`config.mk`:
```
export PLATFORM = sky130hd
export DESIGN_NAME = controle_seq_flat
export DESIGN_NICKNAME = d
export VERILOG_FILES = /design/src/rtl/controle_seq_if.sv /design/src/rtl/controle_seq.sv /design/src/flat_wrapper.sv
export SDC_FILE = /design/constraint.sdc
export NUM_CORES = 1
export LEC_CHECK = 0
export BUFFER_PORTS_ARGS = -buffer_cell sky130_fd_sc_hd__buf_4
export CAP_MARGIN = 20
export CORE_ASPECT_RATIO = 1.75
export CORE_MARGIN = 3
export CORE_UTILIZATION = 56
export CTS_CLUSTER_DIAMETER = 80
export CTS_CLUSTER_SIZE = 40
export DETAILED_ROUTE_END_ITERATION = 16
export GPL_TIMING_DRIVEN = 0
export PLACE_DENSITY = 0.8
export SYNTH_ARGS = -nofsm -noshare
export SYNTH_HDL_FRONTEND = slang
export SYNTH_SLANG_ARGS = --single-unit
```
`constraint.sdc`:
```
create_clock -name clock -period 4.6 [get_ports clock]
set_clock_uncertainty 0.05 [all_clocks]
set_input_delay 0.92 -clock clock [delete_from_list [all_inputs] [get_ports clock]]
set_output_delay 0.92 -clock clock [all_outputs]
set_load 0.05 [all_outputs]
```
`src/rtl/controle_seq_if.sv`:
```
// Instruction handshake and control-code bundle between the sequencer and its user.
// The master side issues instructions; the slave side (the sequencer) drives the codes and status.
interface controle_seq_if #(
    parameter int CODE_W = 4,
    parameter int CNT_W  = 4
);
    logic              in_valid;
    logic              in_ready;
    logic [2:0]        in_opc;
    logic [CNT_W-1:0]  in_cnt;
    logic              auto_repeat;
    logic [CODE_W-1:0] tx;
    logic [CODE_W-1:0] ty;
    logic [CODE_W-1:0] tz;
    logic [CODE_W-1:0] tula;
    logic              busy;
    logic              done;
    logic              err;

    modport master (
        output in_valid, in_opc, in_cnt, auto_repeat,
        input  in_ready, tx, ty, tz, tula, busy, done, err
    );

    modport slave (
        input  in_valid, in_opc, in_cnt, auto_repeat,
        output in_ready, tx, ty, tz, tula, busy, done, err
    );
endinterface

```
`src/rtl/controle_seq.sv`:
```
// Register/ULA control sequencer for the X/Y/Z datapath: runs one per-opcode micro-sequence
// per accepted instruction and drives registered (Moore) control codes and status.
module controle_seq #(
    parameter int CODE_W = 4,
    parameter int CNT_W  = 4
) (
    input logic           clock,
    input logic           reset,
    controle_seq_if.slave bus
);
    localparam logic [CODE_W-1:0] CLEAR  = CODE_W'(0);
    localparam logic [CODE_W-1:0] LOAD   = CODE_W'(1);
    localparam logic [CODE_W-1:0] HOLD   = CODE_W'(2);
    localparam logic [CODE_W-1:0] SHIFTR = CODE_W'(3);
    localparam logic [CODE_W-1:0] SHIFTL = CODE_W'(4);
    localparam logic [CODE_W-1:0] PASS   = CODE_W'(0);

    localparam logic [2:0] OPC_SHR = 3'd4;
    localparam logic [2:0] OPC_SHL = 3'd5;
    localparam logic [2:0] OPC_CLR = 3'd6;

    typedef enum logic [2:0] {IDLE, LOADX, LOADY, SHIFT, WRITEZ, CLRALL, ERR} state_t;

    state_t            state, state_n;
    logic [2:0]        opc, opc_n;
    logic [CNT_W-1:0]  cnt_lat, cnt_lat_n;
    logic [CNT_W-1:0]  count, count_n;
    logic [CODE_W-1:0] tx_q, ty_q, tz_q, tula_q;
    logic [CODE_W-1:0] tx_n, ty_n, tz_n, tula_n;
    logic              busy_q, done_q, err_q, ready_q;
    logic              busy_n, done_n, err_n, ready_n;
    logic              is_shift_n;

    // Next state plus the outputs that belong to it, so every output comes straight from a flop.
    always_comb begin
        state_n   = state;
        opc_n     = opc;
        cnt_lat_n = cnt_lat;
        count_n   = count;
        case (state)
            IDLE: begin
                if (bus.in_valid) begin
                    opc_n     = bus.in_opc;
                    cnt_lat_n = bus.in_cnt;
                    if (bus.in_opc < OPC_CLR)       state_n = LOADX;
                    else if (bus.in_opc == OPC_CLR) state_n = CLRALL;
                    else                            state_n = ERR;
                end
            end
            LOADX: state_n = LOADY;
            LOADY: begin
                if ((opc == OPC_SHR || opc == OPC_SHL) && cnt_lat != '0) begin
                    state_n = SHIFT;
                    count_n = cnt_lat;
                end else begin
                    state_n = WRITEZ;
                end
            end
            SHIFT: begin
                count_n = count - CNT_W'(1);
                if (count == CNT_W'(1)) state_n = WRITEZ;
            end
            WRITEZ:  state_n = bus.auto_repeat ? LOADX : IDLE;
            CLRALL:  state_n = IDLE;
            ERR:     state_n = IDLE;
            default: state_n = IDLE;
        endcase

        is_shift_n = (opc_n == OPC_SHR) || (opc_n == OPC_SHL);
        tx_n    = HOLD;
        ty_n    = HOLD;
        tz_n    = HOLD;
        tula_n  = PASS;
        busy_n  = (state_n != IDLE);
        ready_n = (state_n == IDLE);
        done_n  = 1'b0;
        err_n   = 1'b0;
        case (state_n)
            LOADX: tx_n = LOAD;
            LOADY: ty_n = LOAD;
            SHIFT: ty_n = (opc_n == OPC_SHR) ? SHIFTR : SHIFTL;
            WRITEZ: begin
                tz_n   = LOAD;
                done_n = 1'b1;
                // ALU opcodes 0..3 map onto ULA codes ADD..OR, one above the opcode.
                tula_n = is_shift_n ? PASS : CODE_W'(opc_n) + CODE_W'(1);
            end
            CLRALL: begin
                tx_n   = CLEAR;
                ty_n   = CLEAR;
                tz_n   = CLEAR;
                done_n = 1'b1;
            end
            ERR: begin
                done_n = 1'b1;
                err_n  = 1'b1;
            end
            default: ;
        endcase
    end

    always_ff @(posedge clock) begin
        if (reset) begin
            state   <= IDLE;
            opc     <= '0;
            cnt_lat <= '0;
            count   <= '0;
            tx_q    <= HOLD;
            ty_q    <= HOLD;
            tz_q    <= HOLD;
            tula_q  <= PASS;
            busy_q  <= 1'b0;
            done_q  <= 1'b0;
            err_q   <= 1'b0;
            ready_q <= 1'b1;
        end else begin
            state   <= state_n;
            opc     <= opc_n;
            cnt_lat <= cnt_lat_n;
            count   <= count_n;
            tx_q    <= tx_n;
            ty_q    <= ty_n;
            tz_q    <= tz_n;
            tula_q  <= tula_n;
            busy_q  <= busy_n;
            done_q  <= done_n;
            err_q   <= err_n;
            ready_q <= ready_n;
        end
    end

    assign bus.tx       = tx_q;
    assign bus.ty       = ty_q;
    assign bus.tz       = tz_q;
    assign bus.tula     = tula_q;
    assign bus.busy     = busy_q;
    assign bus.done     = done_q;
    assign bus.err      = err_q;
    assign bus.in_ready = ready_q;
endmodule
```
`src/flat_wrapper.sv`:
```
// flat-port wrapper written by rule: the top's interface ports become plain ports
module controle_seq_flat 
#(
    parameter int CODE_W = 4,
    parameter int CNT_W  = 4
)
  (clock, reset, bus_in_valid, bus_in_opc, bus_in_cnt, bus_auto_repeat, bus_in_ready, bus_tx, bus_ty, bus_tz, bus_tula, bus_busy, bus_done, bus_err);
  controle_seq_if #(.CODE_W(CODE_W), .CNT_W(CNT_W)) bus_i ();
  input logic clock;
  input logic reset;
  input wire logic [$bits(bus_i.in_valid)-1:0] bus_in_valid;
  input wire logic [$bits(bus_i.in_opc)-1:0] bus_in_opc;
  input wire logic [$bits(bus_i.in_cnt)-1:0] bus_in_cnt;
  input wire logic [$bits(bus_i.auto_repeat)-1:0] bus_auto_repeat;
  output wire logic [$bits(bus_i.in_ready)-1:0] bus_in_ready;
  output wire logic [$bits(bus_i.tx)-1:0] bus_tx;
  output wire logic [$bits(bus_i.ty)-1:0] bus_ty;
  output wire logic [$bits(bus_i.tz)-1:0] bus_tz;
  output wire logic [$bits(bus_i.tula)-1:0] bus_tula;
  output wire logic [$bits(bus_i.busy)-1:0] bus_busy;
  output wire logic [$bits(bus_i.done)-1:0] bus_done;
  output wire logic [$bits(bus_i.err)-1:0] bus_err;
  assign bus_i.in_valid = bus_in_valid;
  assign bus_i.in_opc = bus_in_opc;
  assign bus_i.in_cnt = bus_in_cnt;
  assign bus_i.auto_repeat = bus_auto_repeat;
  assign bus_in_ready = bus_i.in_ready;
  assign bus_tx = bus_i.tx;
  assign bus_ty = bus_i.ty;
  assign bus_tz = bus_i.tz;
  assign bus_tula = bus_i.tula;
  assign bus_busy = bus_i.busy;
  assign bus_done = bus_i.done;
  assign bus_err = bus_i.err;
  controle_seq #(.CODE_W(CODE_W), .CNT_W(CNT_W)) u_core (.clock(clock), .reset(reset), .bus(bus_i));
endmodule
```
---- After elaboration in Yosys (flattened, before gate mapping) ----
Cells that the tools add are included.
storage, ports and cells
  logic and storage cells ................. 62
  bits of input ports ..................... 11
  output and inout port bits .............. 20
  register bits ........................... 34
operators by class
  mux-type cells .......................... 17
  add/sub/neg operators ................... 2
  bitwise operators ....................... 1
  reductions and logical operators ........ 12
  magnitude comparators ................... 1
  equal/unequal tests ..................... 17
operator list
  cell                                                                number
  3-bit == test, second input constant                                9
  3-bit 2-to-1 mux                                                    7
  3-bit one-hot mux with 5 select lines                               1
  3-bit by 2-bit == test with 1-bit output, second input constant     4
  4-bit one-hot mux with 3 select lines                               1
  2-bit one-hot mux with 2 select lines                               2
  4-bit one-hot mux with 2 select lines                               1
  3-bit by 1-bit == test with 1-bit output, second input constant     2
  3-bit zero test                                                     2
  3-bit OR reduction                                                  2
  3-bit by 1-bit adder with 4-bit output, second input constant       1
  4-bit by 1-bit == test with 1-bit output, second input constant     1
  4-bit 2-to-1 mux                                                    1
  2-bit AND reduction                                                 2
  4-bit nonzero test                                                  1
  4-bit by 1-bit subtractor with 4-bit output, second input constant  1
  3-bit less-than comparator, second input constant                   1
  1-bit 2-to-1 mux                                                    3
  3-bit nonzero test                                                  1
  1-bit logical OR                                                    2
  2-bit 2-to-1 mux                                                    1
  2-bit by 1-bit != test with 1-bit output, second input constant     1
  2-bit nonzero test                                                  1
  1-bit logical AND                                                   1
  1-bit NOT                                                           1

---- Depth between registers and ports, before layout ----
  word-level depth ........................ 8
  depth in mapped cells ................... 9
  depth with buffers taken out ............ 7

---- Worst setup path before layout ----
Ideal clock, no wire load.
  path kind ............................... input -> register
  from .................................... input port bus_in_valid
  to ...................................... register u_core.tula_q[3], in the netlist u_core.bus.tula[3]
  slack ................................... 2019 ps
  required time ........................... 4471 ps
  stages on the path ...................... 8
  library setup time ...................... 79 ps
  path buffers ............................ 1
  data arrival time ....................... 2451 ps
  cells stage by stage .................... nor4b_2 buf_4 mux2i_1 inv_1 ha_1 o21ai_0 nand4_2 a211oi_2
between the ends
  word-level cells in the longest chain between the ends .. 5
  elaborated cells between the ends (all ways) .. 11
  classes of those cells .................. 1 x add/sub; 3 x eq/ne; 4 x mux; 1 x bitwise; 2 x reduce/logical
RTL lines
  element                              line                 text
  start, declared                      flat_wrapper.sv:11   input wire logic [$bits(bus_i.in_valid)-1:0] bus_in_valid;
  3-bit 2-to-1 mux (*)                 controle_seq.sv:42   if (bus.in_valid) begin
  3-bit 2-to-1 mux (*)                 controle_seq.sv:40   case (state)
  net u_core.opc_n[0]                  controle_seq.sv:25   logic [2:0] opc, opc_n;
  3-bit == test                        controle_seq.sv:69   is_shift_n = (opc_n == OPC_SHR) || (opc_n == OPC_SHL);
  1-bit logical OR                     controle_seq.sv:69
  3-bit OR reduction (no source line)  n/a
  end signal, assigned                 controle_seq.sv:124  tula_q <= tula_n;
  end, declared                        controle_seq.sv:28   logic [CODE_W-1:0] tx_q, ty_q, tz_q, tula_q;
Mark *: on every way through the listed nets, which the timed path passes. The rest lies on a longest branch.
A chain may end at the register's enable or synchronous reset.

---- Worst setup path after layout ----
Ends and elaborated chain as after synthesis.

==> impl_metrics.tcl <==
set metrics [dict create \
    path_cells "buf_4 > nor4b_2 > buf_4 > mux2i_1 > inv_1 > ha_1 > o21ai_0 > nand4_2 > a211oi_2" \
    mean_number_of_vias_per_cell 5.66 \
    timing.reg2reg.setup_slack_ns 2.01 \
    routed-via-count 1120 \
    final_max_slew_viol_count 0 \
    drt_iter0_drc 27 \
    leakagePower_nw 0.719 \
    ant_nets 0 \
    areaGrowthSynthToFinish_pct 20.9 \
    crit_path_end_kind "register" \
    pwr_density_cell_nw_per_um2 360 \
    post_synth_num_cell_types 48 \
    first_pass_grt_wire_length_mm 4.71 \
    synthArstFlopShare_pct 0 \
    finalCoreUtilization_pct 74.5 \
    die_y_um 70.7 \
    overflow 0 \
    arrival_ns 2.95 \
    first_global_vias 1098 \
    cts_tree "done" \
    drv_cap 0 \
    design.final.nets 190 \
    fp.dieW_um 43.0 \
    critical_path.startpoint "bus_in_valid" \
    finalNonFillerCells 198 \
    place_ws_ns 1.55 \
    clock.fmax_ghz 0.363 \
    number_of_inserted_diodes 0 \
    cts_max_level 2 \
    detail_route.wl_per_cell_um 14.1 \
    leading_post_synthesis_cells_by_cell_area "sky130_fd_sc_hd__dfxtp_1 43%, sky130_fd_sc_hd__ha_1 4.7%, sky130_fd_sc_hd__nor2_1 4.2%, sky130_fd_sc_hd__buf_4 3.9%, sky130_fd_sc_hd__nand2_1 3.9%" \
    min_period_over_period_pct 59.9 \
    post-synth-top-area-cell "sky130_fd_sc_hd__dfxtp_1" \
    clock_tree_root_driver_cell "sky130_fd_sc_hd__clkbuf_4" \
    fp.dieArea_um2 3040 \
    finalWorstSetupSlack_ns 1.84 \
    grt_max_degree 11 \
    numPortBuffers 24 \
    mappedNetlistArea_um2 1340 \
    synth_seq_cells 29 \
    ys_dominant_reg_cell "sky130_fd_sc_hd__dfxtp_1" \
    timing.critical_path.required_ns 4.79 \
    r2r.worst_path.cells 9 \
    worst_path_largest_cell_delay_ns 0.33 \
    cts-buffers-inserted 5 \
    path_class "input pin to register" \
    critical_path.reg2reg.endpoint "u_core.bus.tula[3]" \
    final_common_cell "sky130_fd_sc_hd__buf_4" \
    startpoint_type_of_the_worst_setup_path "input pin" \
    min-delay-path-class "register to register" \
    clock_latency_late_sink_ns 0.32 \
    path_max_fanout 10 \
    r2r_start "u_core.state[1]" \
    critical-path-slowest-cell "sky130_fd_sc_hd__mux2i_1" \
    post-dp-hpwl_mm 2.18 \
    critical_path.most_common_cell "sky130_fd_sc_hd__buf_4" \
    cts.repair_timing.setup_buffer_count 0 \
    holdWs_ns 0.466 \
    cts.repair.resized 0 \
    drt_drc_violations_left 0 \
    setup.worst_path.end "u_core.bus.tula[3]" \
    number_of_antenna_violations_at_the_first_check_in_global_routing 0 \
    worst_case_clock_buffer_depth 2 \
    final-hold-violation-count 0 \
    layout-drive-gt1-share_pct 30.5 \
    fin_crit_ns 2.76 \
    yosys.area.top_type_share_pct 43.3 \
    cell_count_after_placement 191 \
    synth_area_per_cell_um2 9.64 \
    postSynthCellCount 139 \
    cts_hold_buffers 0 \
    rsz0062_at_grt "no" \
    placeableCoreArea_um2 2170 \
    drt_wl_total_mm 2.78 \
    grtUsageTotal_pct 20.7 \
    clkTransAtPathRegs_ns 0.08 \
    totalNegativeSetupSlack_ns 0 \
    start_util_pct 61.6 \
    cts.sinks 29 \
    synth_warnings 0 \
    synth_edf_count 0 \
    vdd_drop_max_uv 241 \
    synth.yosys.seq_area_share_pct 43.3 \
    gpl_congestion 0.789 \
    row_count 22 \
    setup_viol 0 \
    io_pins 31 \
    run_status "complete, no violations" \
    layout_common_cells "31 x sky130_fd_sc_hd__buf_4, 29 x sky130_fd_sc_hd__dfxtp_1, 15 x sky130_fd_sc_hd__nor2_1" \
    detail_route.first_pass.iterations 5 \
]
routing by layer:
layer  wire length (µm)  track usage, %  share of wire, %  vias up
met1                973            20.2                35      531
met3                155            7.38               5.6        6
met4                 72            11.4               2.6        0
li1                   -               -                 -      547
met5                  0               0                 0        -
met2               1580            36.6                57       36
critical path: cells and delay by family:
| family | cells | cell delay [ns] |
|---|---|---|
| compound gates | 2 | 0.51 |
| fa+ha+maj | 1 | 0.21 |
| buf+inv | 3 | 0.48 |
| mux | 1 | 0.33 |
| simple gates | 2 | 0.49 |
flip-flops by register name, indices dropped and copies added, names as in the netlist:
signal	flops
u_core.bus.ty	3
u_core.opc	3
u_core.bus.done	1
u_core.bus.tx	2
u_core.state	3
u_core.bus.busy	1
u_core.count	4
u_core.bus.tula	4
u_core.cnt_lat	4
u_core.bus.in_ready	1
u_core.bus.err	1
u_core.bus.tz	2
per-stage QoR:
stage                     power [mW]  instance area, µm²
after floorplan                0.397                1360
after global placement         0.431                1570
after detailed placement       0.436                1570
after CTS                      0.589                1620
after global routing           0.614                1620
final                          0.583                1620
cell families after synthesis:
group	Yosys count	synth area share, %
compound gates	28	16.6
xor+xnor	1	0.654
fa+ha+maj	5	4.67
buf+inv	17	7.38
flops	29	43.3
mux	4	3.08
other cells	1	0.280
simple gates	54	24.0
power by group:
group / total [mW] / internal [mW] / switching (mW)
sequential: 0.278 / 0.268 / 0.0102
combinational: 0.152 / 0.0547 / 0.0972
clock: 0.153 / 0.0720 / 0.0808
total: 0.583 / 0.395 / 0.188
synthesized netlist by cell type (2+ instances only):
cell type,instances
sky130_fd_sc_hd__buf_4,7
sky130_fd_sc_hd__dfxtp_1,29
sky130_fd_sc_hd__a221oi_1,2
sky130_fd_sc_hd__nor2_1,15
sky130_fd_sc_hd__nand3b_1,2
sky130_fd_sc_hd__nor3b_1,2
sky130_fd_sc_hd__and3_1,4
sky130_fd_sc_hd__a21oi_1,9
sky130_fd_sc_hd__nor4_1,2
sky130_fd_sc_hd__inv_1,6
sky130_fd_sc_hd__clkbuf_1,2
sky130_fd_sc_hd__nand3_1,2
sky130_fd_sc_hd__mux2i_1,3
sky130_fd_sc_hd__nand2_1,14
sky130_fd_sc_hd__o21ai_0,3
sky130_fd_sc_hd__ha_1,5
worst min-delay path by stage:
stage                            from            endpoint  slack [ns]  depth (start not counted)
global placement        u_core.opc[1]  u_core.bus.tula[3]        0.44                          2
floorplan               u_core.opc[1]  u_core.bus.tula[3]        0.43                          2
CTS                     u_core.opc[1]  u_core.bus.tula[3]        0.47                          2
detailed placement      u_core.opc[1]  u_core.bus.tula[3]        0.46                          2
finish              u_core.cnt_lat[3]   u_core.cnt_lat[3]        0.47                          2
global route            u_core.opc[1]  u_core.bus.tula[3]        0.48                          2
area by class of cell:
cell class | count | area, µm²
fillers | 174 | 554
multi-input cells | 97 | 676
flip-flops and latches | 29 | 581
plain buffers | 11 | 76.3
repair buffers | 24 | 180
clock buffers | 7 | 55.1
inverters | 6 | 22.5
well taps | 24 | 30.0
Power figures use the tool's default switching activity.
